`src/rtl/deser_2ph_fifo_pkg.sv`:
```
// Shared definitions for two-phase (toggle) req/ack senders.
package deser_2ph_fifo_pkg;

    typedef enum logic {
        IDLE     = 1'b0,
        WAIT_ACK = 1'b1
    } hs_state_t;

    // A transfer is outstanding while the consumer has not echoed req on ack.
    function automatic logic hs_pending(input logic req, input logic ack);
        return req != ack;
    endfunction

endpackage

```
`src/rtl/deser_2ph_fifo_if.sv`:
```
// Serial input, word output and status bundle of the deserializer.
interface deser_2ph_fifo_if #(
    parameter int unsigned DATA_W     = 32,
    parameter int unsigned FIFO_DEPTH = 4
);
    localparam int unsigned LVL_W = $clog2(FIFO_DEPTH) + 1;

    logic              din;
    logic              din_vld;
    logic              sof;
    logic [DATA_W-1:0] dout;
    logic              req;
    logic              ack;
    logic              ovf;
    logic              ovf_clr;
    logic [LVL_W-1:0]  level;

    modport master (
        input  din, din_vld, sof, ack, ovf_clr,
        output dout, req, ovf, level
    );

    modport slave (
        output din, din_vld, sof, ack, ovf_clr,
        input  dout, req, ovf, level
    );
endinterface

```
`src/rtl/deser_2ph_fifo_sync_fifo.sv`:
```
// Single-clock FIFO with combinational head; a push when full is accepted only alongside a pop.
module sync_fifo #(
    parameter int unsigned WIDTH = 32,
    parameter int unsigned DEPTH = 4
) (
    input  logic                   clk,
    input  logic                   rst,
    input  logic                   push,
    input  logic                   pop,
    input  logic [WIDTH-1:0]       wdata,
    output logic [WIDTH-1:0]       head_c,
    output logic                   full_c,
    output logic                   empty_c,
    output logic [$clog2(DEPTH):0] count
);
    localparam int unsigned PTR_W = $clog2(DEPTH);
    localparam int unsigned CNT_W = PTR_W + 1;

    logic [WIDTH-1:0] mem [DEPTH];
    logic [PTR_W-1:0] wr_ptr;
    logic [PTR_W-1:0] rd_ptr;
    logic             do_push_c;
    logic             do_pop_c;

    assign full_c    = (count == CNT_W'(DEPTH));
    assign empty_c   = (count == '0);
    assign do_pop_c  = pop && !empty_c;
    assign do_push_c = push && (!full_c || do_pop_c);
    assign head_c    = mem[rd_ptr];

    always_ff @(posedge clk) begin
        if (do_push_c) mem[wr_ptr] <= wdata;
    end

    // Pointers wrap naturally because DEPTH is a power of two.
    always_ff @(posedge clk or posedge rst) begin
        if (rst) begin
            wr_ptr <= '0;
            rd_ptr <= '0;
            count  <= '0;
        end else begin
            if (do_push_c) wr_ptr <= wr_ptr + PTR_W'(1);
            if (do_pop_c)  rd_ptr <= rd_ptr + PTR_W'(1);
            case ({do_push_c, do_pop_c})
                2'b10:   count <= count + CNT_W'(1);
                2'b01:   count <= count - CNT_W'(1);
                default: count <= count;
            endcase
        end
    end

endmodule

```
`src/rtl/deser_2ph_fifo.sv`:
```
// Serial-to-word deserializer with start-of-frame realignment, word FIFO and
// two-phase req/ack output handshake.
module deser_2ph_fifo
    import deser_2ph_fifo_pkg::*;
#(
    parameter int unsigned DATA_W     = 32,
    parameter int unsigned FIFO_DEPTH = 4,
    parameter int unsigned LSB_FIRST  = 1
) (
    input  logic             clk,
    input  logic             rst,
    deser_2ph_fifo_if.master bus
);
    localparam int unsigned CNT_W = $clog2(DATA_W);
    localparam int unsigned LVL_W = $clog2(FIFO_DEPTH) + 1;

    typedef logic [DATA_W-1:0] word_t;

    // The bit shifted out on each update is never observed, so only DATA_W-1 bits are kept.
    logic [DATA_W-2:0] sh;
    word_t             sh_nxt_c;
    logic [CNT_W-1:0]  cnt;
    logic              push_c;
    logic              pop_c;
    logic              ovf_set_c;
    logic              ovf_q;

    word_t             head_c;
    logic              full_c;
    logic              empty_c;
    logic [LVL_W-1:0]  fifo_count;

    hs_state_t         state;
    hs_state_t         state_nxt;
    word_t             dout_q;
    word_t             dout_nxt;
    logic              req_q;
    logic              req_nxt;

    generate
        if (LSB_FIRST != 0) begin : g_lsb_first
            assign sh_nxt_c = {bus.din, sh};
        end else begin : g_msb_first
            assign sh_nxt_c = {sh, bus.din};
        end
    endgenerate

    // sof restarts the word, so it can never complete one.
    assign push_c    = bus.din_vld && !bus.sof && (cnt == CNT_W'(DATA_W - 1));
    assign ovf_set_c = push_c && full_c && !pop_c;

    always_ff @(posedge clk or posedge rst) begin
        if (rst) begin
            sh    <= '0;
            cnt   <= '0;
            ovf_q <= 1'b0;
        end else begin
            if (bus.din_vld) begin
                sh <= (LSB_FIRST != 0) ? sh_nxt_c[DATA_W-1:1] : sh_nxt_c[DATA_W-2:0];
                if (bus.sof)
                    cnt <= CNT_W'(1);
                else if (cnt == CNT_W'(DATA_W - 1))
                    cnt <= '0;
                else
                    cnt <= cnt + CNT_W'(1);
            end
            if (ovf_set_c)
                ovf_q <= 1'b1;
            else if (bus.ovf_clr)
                ovf_q <= 1'b0;
        end
    end

    sync_fifo #(
        .WIDTH (DATA_W),
        .DEPTH (FIFO_DEPTH)
    ) u_fifo (
        .clk     (clk),
        .rst     (rst),
        .push    (push_c),
        .pop     (pop_c),
        .wdata   (sh_nxt_c),
        .head_c  (head_c),
        .full_c  (full_c),
        .empty_c (empty_c),
        .count   (fifo_count)
    );

    always_ff @(posedge clk or posedge rst) begin
        if (rst) begin
            state  <= IDLE;
            dout_q <= '0;
            req_q  <= 1'b0;
        end else begin
            state  <= state_nxt;
            dout_q <= dout_nxt;
            req_q  <= req_nxt;
        end
    end

    // Stray ack changes in IDLE are ignored; only WAIT_ACK looks at ack.
    always_comb begin
        state_nxt = state;
        dout_nxt  = dout_q;
        req_nxt   = req_q;
        pop_c     = 1'b0;
        case (state)
            IDLE: begin
                if (!empty_c) begin
                    pop_c     = 1'b1;
                    dout_nxt  = head_c;
                    req_nxt   = ~req_q;
                    state_nxt = WAIT_ACK;
                end
            end
            WAIT_ACK: begin
                if (!hs_pending(req_q, bus.ack)) state_nxt = IDLE;
            end
        endcase
    end

    assign bus.dout  = dout_q;
    assign bus.req   = req_q;
    assign bus.ovf   = ovf_q;
    assign bus.level = fifo_count;

endmodule

```
`src/flat_wrapper.sv`:
```
// flat-port wrapper written by rule: the top's interface ports become plain ports
module deser_2ph_fifo_flat import deser_2ph_fifo_pkg::*;
#(
    parameter int unsigned DATA_W     = 32,
    parameter int unsigned FIFO_DEPTH = 4,
    parameter int unsigned LSB_FIRST  = 1
)
  (clk, rst, bus_din, bus_din_vld, bus_sof, bus_ack, bus_ovf_clr, bus_dout, bus_req, bus_ovf, bus_level);
  deser_2ph_fifo_if #(.DATA_W(DATA_W), .FIFO_DEPTH(FIFO_DEPTH)) bus_i ();
  input  logic clk;
  input  logic rst;
  input wire logic [$bits(bus_i.din)-1:0] bus_din;
  input wire logic [$bits(bus_i.din_vld)-1:0] bus_din_vld;
  input wire logic [$bits(bus_i.sof)-1:0] bus_sof;
  input wire logic [$bits(bus_i.ack)-1:0] bus_ack;
  input wire logic [$bits(bus_i.ovf_clr)-1:0] bus_ovf_clr;
  output wire logic [$bits(bus_i.dout)-1:0] bus_dout;
  output wire logic [$bits(bus_i.req)-1:0] bus_req;
  output wire logic [$bits(bus_i.ovf)-1:0] bus_ovf;
  output wire logic [$bits(bus_i.level)-1:0] bus_level;
  assign bus_i.din = bus_din;
  assign bus_i.din_vld = bus_din_vld;
  assign bus_i.sof = bus_sof;
  assign bus_i.ack = bus_ack;
  assign bus_i.ovf_clr = bus_ovf_clr;
  assign bus_dout = bus_i.dout;
  assign bus_req = bus_i.req;
  assign bus_ovf = bus_i.ovf;
  assign bus_level = bus_i.level;
  deser_2ph_fifo #(.DATA_W(DATA_W), .FIFO_DEPTH(FIFO_DEPTH), .LSB_FIRST(LSB_FIRST)) u_core (.clk(clk), .rst(rst), .bus(bus_i));
endmodule
```
`config.mk`:
```
export PLATFORM = sky130hd
export DESIGN_NAME = deser_2ph_fifo_flat
export DESIGN_NICKNAME = d
export VERILOG_FILES = /design/src/rtl/deser_2ph_fifo_pkg.sv /design/src/rtl/deser_2ph_fifo_if.sv /design/src/rtl/deser_2ph_fifo_sync_fifo.sv /design/src/rtl/deser_2ph_fifo.sv /design/src/flat_wrapper.sv
export SDC_FILE = /design/constraint.sdc
export NUM_CORES = 1
export LEC_CHECK = 0
export CAP_MARGIN = 0
export CORE_ASPECT_RATIO = 2
export CORE_MARGIN = 2
export CORE_UTILIZATION = 50
export CTS_CLUSTER_SIZE = 10
export DETAILED_ROUTE_END_ITERATION = 8
export DONT_BUFFER_PORTS = 1
export SLEW_MARGIN = 0
export SYNTH_ARGS = -nofsm -noshare
export SYNTH_HDL_FRONTEND = slang
export SYNTH_SLANG_ARGS = --single-unit
```
`constraint.sdc`:
```
create_clock -name clk -period 3.25 [get_ports clk]
set_input_delay 0.325 -clock clk [delete_from_list [all_inputs] [get_ports clk]]
set_output_delay 0.325 -clock clk [all_outputs]
set_load 0.005 [all_outputs]
```
After elaboration in Yosys (flattened, before gate mapping). Memory sizes are Yosys's and may differ from the RTL's. A register that Yosys moved wholly into a read port is not among the register bits. Cells that the tools add are included. W data, S select, Z words.

Add/subtract/negate cells: 5. Equality and inequality tests: 5. Multiplexer cells: 11. Bitwise operators: 3. Reduce and logical (&&, ||, !) cells: 15.

Operators by type and width (number): $mux W5 (2); $mux W1 (7); $logic_and A1 B1 Y1 (6); $pmux W3 S2 (1); $add A5 B1 Y5 const B (1); $eq A5 B5 Y1 const B (1); $add A2 B1 Y2 const B (2); $logic_not A1 Y1 (4); $reduce_bool A2 Y1 (2); $add A3 B1 Y3 const B (1); $eq A3 B3 Y1 const B (1); $logic_not A3 Y1 (1); $not A1 Y1 (3); $sub A3 B1 Y3 const B (1); $eq A2 B1 Y1 const B (1); $eq A2 B2 Y1 const B (1); $pmux W1 S2 (1); $reduce_and A2 Y1 (1); $logic_or A1 B1 Y1 (1); $ne A1 B1 Y1 (1).

Bits in registers: 46. Bits in writable memories: 128. Output and inout port bits: 37. Memories: 1.

Memory list: u_core.u_fifo.mem (depth 4, width 32, read ports 1, clocked after Yosys merged registers in 1, write ports 1, RTL line deser_2ph_fifo_sync_fifo.sv:19) `logic [WIDTH-1:0] mem [DEPTH];`.

Depth between registers and ports, before layout. Gate-level depths: netlist of the first run.

Word-level depth: 8. Depth in mapped cells: 9. Depth with buffers taken out: 9.

Modules after synthesis. From an unflattened synthesis of the first run, not the netlist that was laid out.

Cell total of the unflattened synthesis: 397. Area total of the unflattened synthesis: 7880.1 um2.

Modules (own cells, without submodules): sync_fifo (times used 1, cells an instance 222, area an instance 5124.9 um2); deser_2ph_fifo (times used 1, cells an instance 175, area an instance 2755.1 um2).

Least setup slack after synthesis of the first run. No wires, ideal clock.

Path kind: reg2reg. Start point: reg u_core.cnt[0]. End point: mem u_core.u_fifo.mem[0][0] (enable). Setup time: 0.392 ns. Arrival: 2.108 ns. Required time: 2.858 ns. Slack: 0.750 ns. Cell stages (with the launch flop): 7. Buffers on the path: 0. Period minus slack after synthesis: 2.500 ns. Cell sequence: dfrtp_1 > ha_1 > and3_1 > ha_1 > and3b_1 > o31a_4 > and2_1.

Word-level cells in the longest chain between the ends: 5.

Ends and longest elaborated chain: start: declaration (RTL line deser_2ph_fifo.sv:22) `logic [CNT_W-1:0] cnt;`; start signal: assignment (RTL line deser_2ph_fifo.sv:65) `cnt <= cnt + CNT_W'(1);`; $eq A5 B5 Y1 (RTL line deser_2ph_fifo.sv:49) `assign push_c = bus.din_vld && !bus.sof && (cnt == CNT_W'(DATA_W - 1));`; $logic_and A1 B1 Y1 (RTL line deser_2ph_fifo.sv:49); $logic_and A1 B1 Y1 (RTL line deser_2ph_fifo_sync_fifo.sv:28) `assign do_push_c = push && (!full_c || do_pop_c);`; $mux W1 (RTL line deser_2ph_fifo_sync_fifo.sv:32) `if (do_push_c) mem[wr_ptr] <= wdata;`; $mux W1 (implied by the code) (RTL line deser_2ph_fifo_sync_fifo.sv:32); end: declaration (RTL line deser_2ph_fifo_sync_fifo.sv:19).

No other way between the ends.

Worst setup path after layout of the first run.
Start point: reg u_core.cnt[0]. End point: mem u_core.u_fifo.mem[1][26] (enable).

The elaborated chain is that of the path after synthesis.

==> results.ini, run 1 <==
[outcome]
status = complete, no violations

[logic_synthesis]
post_synth_instance_area_mm2 = 0.007791
synth_top_family_by_area = multiplexers
synth_cell_types = 36
syn_area_per_cell_um2 = 20.45
synth_xor_area_share_pct = 0.7869
async_flop_share_pct = 37.86
syn-instance-count = 381
synth-seq-cells = 206
yosys_warnings = 0
ys.flop_type = edfxtp_1
ys_seq_area_share_pct = 74.39
synth_nets = 395
synthAdderAreaFrac_pct = 1.220
synth_compound_area_share_pct = 1.060
synthMuxAreaShare_pct = 18.74
yosys.area_share.simple_pct = 1.911
synth_edf_count = 128

[floorplanning]
die_h_um = 180.5
io_pins = 44
die-area_mm2 = 0.01666
die_width_um = 92.27
coreArea_mm2 = 0.01529
row_count = 64
start_util_pct = 50.94

[detailed_routing]
num_vias = 3351
drc = 0
wl_per_cell_um = 20.41
totalWireLength_mm = 12.67
vias_per_cell = 5.396
drt_iter0_markers = 139
dr.pass1.iters = 4
ant_nets = 0

[setup_path]
rr_worst_depth = 7
r2r_end = u_core.u_fifo.mem[1][26]$_DFFE_PP_
crit_fanout = 13
critPathLaunchType = flip-flop
critPathKind = reg2reg
crit_path_end_kind = flip-flop
crit_arrival_ps = 2780
r2r-start = u_core.cnt[0]$_DFFE_PP0P_
crit_required_ps = 3430
r2r_slack_ps = 650

[worst_hold_path]
min_from = bus_ack
hold_end = u_core.state$_DFF_PP0_
min_path_type = in2reg
hold_depth = 3

[final_layout]
mostFrequentLayoutCell = edfxtp_1
nFillCells = 1132
final_cell_mix = edfxtp_1, dfrtp_1, mux2_2, mux4_2, clkbuf_16
syn_to_final_growth_pct = 12.99
final_cells = 621
n_antenna_cell = 0
multiInputGateArea_mm2 = 0.001853
final-seq-area_mm2 = 0.005797
design_area_mm2 = 0.008803
drive_gt1_share_pct = 32.15
nets = 419

[run]
drv_cap = 0

[clocking]
clockBufferDepth = 3
cts_tree = yes
cts_max_level = 1
clk_transition_reported_paths_ps = 50
clock_latency_ps = 490
clock-sinks = 206
numCtsBuffers = 24
cts-root-buf = clkbuf_16

[sta]
maxSlewHeadroom_pct = 48.41
drv_slew = 0
tightest_slew_ps = 773.8
fin_crit_ps = 2601
fin_tns_setup_ps = 0
hold_ws_ps = 22.54
fmax_mhz = 384.5
rsz0062_at_grt = false
setup_viol = 0
hold_violations = 0
clock_skew_ps = 7.008
timing.final.crit_share_pct = 80.02

[global_routing]
overflow = 0
grt_pass1_wl_mm = 20.56
grt_pass1_vias = 3764
grt_max_degree = 41
track_usage_pct = 16.21
antenna_found_initial = 0

[power_and_ir_drop]
cellPowerDensity_mw_per_mm2 = 892.6
p_leak_uw = 0.003190
ir_worst_vdd_mv = 0.7095

[place]
numPortBuffers = 0
placed_cells = 572
hpwlAfterDp_mm = 7.303
gp_congestion = 0.6923
place_area_mm2 = 0.008020

==> cell usage after synthesis (4+ instances only) <==
| cell | count | area (µm²) |
|---|---|---|
| edfxtp_1 | 128 | 3844 |
| dfrtp_1 | 78 | 1952 |
| mux2_2 | 62 | 698.2 |
| mux4_2 | 29 | 653.1 |
| buf_2 | 10 | 50.05 |
| inv_1 | 7 | 26.28 |
| ha_1 | 6 | 75.07 |
| nand2_1 | 6 | 22.52 |
| buf_6 | 5 | 56.30 |
| nor2_1 | 5 | 18.77 |
| o21ai_0 | 5 | 25.02 |
| xnor2_1 | 5 | 43.79 |
| and2_1 | 4 | 25.02 |
| nand3_1 | 4 | 20.02 |
==> layout make-up <==
type	count	area share (%)
Timing Repair Buffer	16	1.762
Clock buffer	43	7.874
Multi-Input combinational cell	150	21.05
Sequential cell	206	65.85
Clock inverter	1	0.3411
Inverter	7	0.3127
Tap cell	198	2.814
==> kinds of logic after synthesis <==
group | count (synthesis)
compound gates | 12
xor+xnor | 7
fa+ha+maj | 7
buf+inv | 25
flops | 206
mux | 96
simple gates | 28
==> registers in the layout, summed over array words and instances, names as in the netlist <==
| name | flops |
|---|---|
| u_core.bus.req | 1 |
| u_core.u_fifo.rd_ptr | 2 |
| u_core.cnt | 5 |
| u_core.sh | 31 |
| u_core.bus.dout | 32 |
| u_core.u_fifo.count | 3 |
| u_core.u_fifo.wr_ptr | 2 |
| u_core.bus.ovf | 1 |
| u_core.u_fifo.mem | 128 |
| u_core.state | 1 |
==> how the worst max path moves through the flow <==
stage / startpoint / to / slack, ps / cells past startpoint
3_3_place_gp: u_core.cnt[0]$_DFFE_PP0P_ / u_core.u_fifo.mem[1][4]$_DFFE_PP_ / 720 / 7
2_1_floorplan: u_core.cnt[0]$_DFFE_PP0P_ / u_core.u_fifo.mem[0][0]$_DFFE_PP_ / 750 / 6
4_1_cts: u_core.cnt[0]$_DFFE_PP0P_ / u_core.u_fifo.mem[1][26]$_DFFE_PP_ / 600 / 7
3_5_place_dp: u_core.cnt[0]$_DFFE_PP0P_ / u_core.u_fifo.mem[1][4]$_DFFE_PP_ / 610 / 7
6_report: u_core.cnt[0]$_DFFE_PP0P_ / u_core.u_fifo.mem[1][26]$_DFFE_PP_ / 650 / 7
5_1_grt: u_core.cnt[0]$_DFFE_PP0P_ / u_core.u_fifo.mem[1][26]$_DFFE_PP_ / 480 / 7
==> worst max-delay path, cell delays in order (launching register included) <==
cell and delay, ps:
dfrtp_1 390, ha_1 200, and3_1 170, ha_1 210, and3b_1 280, o31a_4 230
and2_1 470, buf_4 330
==> report_power, final <==
group | switching [µW] | total [µW] | internal [µW]
Sequential | 542 | 3940 | 3400
Clock | 929 | 2440 | 1510
Combinational | 559 | 1480 | 922
Total | 2030 | 7860 | 5830
==> metal layers <==
layer	part of all wire, %	vias to the layer above	track usage, %
met5	0	-	0
met4	2.4	0	5.791
met3	3.2	22	2.677
met2	56	55	29.71
met1	38	1753	18.96
li1	-	1521	-
==> repair_timing <==
action,4_1_cts,5_1_grt
setup buffers,0,0
hold buffers,5,0
hold endpoints to repair,78,0
gates resized for setup,0,0
==> metrics by stage <==
| step | setup slack, ps | utilization [%] | total power [µW] |
|---|---|---|---|
| 3_3_place_gp | 715.3 | 52.44 | 5440 |
| 6_report | 649.4 | 57.56 | 7858 |
| 4_1_cts | 597.5 | 57.56 | 7991 |
| 3_5_place_dp | 612.0 | 52.44 | 5517 |
| 5_1_grt | 479.0 | 57.56 | 8279 |
| 2_1_floorplan | 750.2 | - | 5134 |
(Power assumes the default switching activity.)
==> inputs of run 2 (changes only) <==
Settings changed: PLACE_DENSITY from default to 0.68.
Clock period 3.25 ns to 2.3 ns, I/O delays scaled along.
==> run 2 against run 1 <==
  * Setup slack worse by 570 ps
  * Core utilization up 0.92 points
  * Non-clock buffer count up 7
  * Die area unchanged
  * Clock power up 42%
  * Wire length up 1.8%
  * Register-to-register slack worse by 570 ps
  * Clock-buffer cell count unchanged
  * Sequential cell count unchanged
  * First-iteration DRC count up 38%
  * Critical path depth unchanged
  * Global-route usage up 0.076 points
==> results.ini, run 2 (synthesis gave the netlist of run 1 again) <==
[outcome]
status = complete, no violations

[power_and_ir_drop]
p_leak_uw = 0.003239
ir_worst_vdd_mv = 1.002
cellPowerDensity_mw_per_mm2 = 1252

[clocking]
numCtsBuffers = 24
clock-sinks = 206
cts_max_level = 1
clockBufferDepth = 3
clk_transition_reported_paths_ps = 50
cts_tree = yes
cts-root-buf = clkbuf_16
clock_latency_ps = 490

[detailed_routing]
wl_per_cell_um = 20.54
drt_iter0_markers = 192
num_vias = 3448
vias_per_cell = 5.490
ant_nets = 0
totalWireLength_mm = 12.90
drc = 0
dr.pass1.iters = 6

[place]
hpwlAfterDp_mm = 7.443
placed_cells = 576
numPortBuffers = 0
gp_congestion = 0.7077
place_area_mm2 = 0.008118

[run]
drv_cap = 0

[floorplanning]
die-area_mm2 = 0.01666
io_pins = 44
die_h_um = 180.5
row_count = 64
die_width_um = 92.27
start_util_pct = 50.94
coreArea_mm2 = 0.01529

[setup_path]
worstSetupStartpoint = u_core.cnt[1]$_DFFE_PP0P_
r2r_slack_ps = 80
r2r_end = u_core.u_fifo.count[1]$_DFFE_PP0P_
crit_fanout = 3
slowest_stage = fa_2
crit_family = adder cells
critPathKind = reg2reg
crit_required_ps = 2680
cp.depth = 7
critPathLaunchType = flip-flop
r2r-start = u_core.cnt[1]$_DFFE_PP0P_
crit_path_end_kind = flip-flop
endpoint = u_core.u_fifo.count[1]$_DFFE_PP0P_
cp_slowest_stage_delay_ps = 480
crit_arrival_ps = 2600
path_cells = ha_2, and3_1, ha_1, and3b_1, nor3_2, fa_2, mux2_4
rr_worst_depth = 7
path_buf_inv = 0

[final_layout]
final_cells = 628
drive_gt1_share_pct = 34.65
n_antenna_cell = 0
largest_reg_flops = 128
syn_to_final_growth_pct = 14.81
design_area_mm2 = 0.008945
final_cell_mix = edfxtp_1, dfrtp_1, mux2_2, mux4_2, clkbuf_16
top_register = u_core.u_fifo.mem
nets = 426
mostFrequentLayoutCell = edfxtp_1

[global_routing]
overflow = 0
grt_pass1_wl_mm = 20.78
antenna_found_initial = 0
track_usage_pct = 16.29
grt_max_degree = 41
grt_pass1_vias = 3940

[sta]
maxSlewHeadroom_pct = 54.05
fin_tns_setup_ps = 0
setup_viol = 0
clock_skew_ps = 12.48
hold_violations = 0
fmax_mhz = 450.5
timing.final.crit_share_pct = 96.52
fin_crit_ps = 2220
tightest_slew_ps = 688.4
hold_ws_ps = 49.05
drv_slew = 0

[worst_hold_path]
min_path_type = in2reg

run 2: changes by cell type in the layout (fill, tap and decap cells not counted), sizes merged:
cell	change
buf	+5
dlygate4sd3	+2
run 2: layout make-up:
cell class	count	area, µm²
Clock buffer	43	693.2
Clock inverter	1	30.03
Fill cell	1114	6350
Inverter	7	27.53
Multi-Input combinational cell	150	1874
Sequential cell	206	5797
Tap cell	198	247.7
Timing Repair Buffer	23	275.3
run 2: power by group:
part | total [µW] | internal (µW) | leakage, µW | switching, µW
clock network | 3460 | 2130 | 0.000343 | 1320
registers | 5460 | 4800 | 0.00208 | 657
logic | 2290 | 1360 | 0.000817 | 923
total | 11200 | 8300 | 0.00324 | 2900
run 2: routing by layer:
layer	vias to the layer above	part of all wire, %	global-route usage (%)
met1	1796	37	18.35
li1	1550	-	-
met4	0	2.2	5.791
met5	-	0	0
met3	21	4.2	2.969
met2	81	57	30.35
run 2: what timing repair did:
action                                  4_1_cts  5_1_grt
endpoints found under the setup margin        1        2
hold buffers                                  7        0
resized for setup                             1        3
hold endpoints to repair                     73        0
buffers inserted                              0        1
run 2: worst min-delay path by stage:
stage,start,end,depth (start not counted)
5_1_grt,bus_din_vld,u_core.cnt[3]$_DFFE_PP0P_,2
3_3_place_gp,rst,u_core.bus.dout[9]$_DFFE_PP0N_,1
3_5_place_dp,rst,u_core.bus.dout[9]$_DFFE_PP0N_,1
2_1_floorplan,bus_din,u_core.u_fifo.mem[0][31]$_DFFE_PP_,0
6_report,bus_din_vld,u_core.cnt[3]$_DFFE_PP0P_,2
4_1_cts,bus_din_vld,u_core.cnt[3]$_DFFE_PP0P_,2
run 2: through the flow:
stage	worst slack, ps	total power, µW	utilization [%]
2_1_floorplan	63.88	7255	-
3_3_place_gp	55.82	7699	53.08
3_5_place_dp	-51.55	7816	53.08
4_1_cts	46.00	11350	58.36
5_1_grt	-46.58	11790	58.48
6_report	80.07	11200	58.48
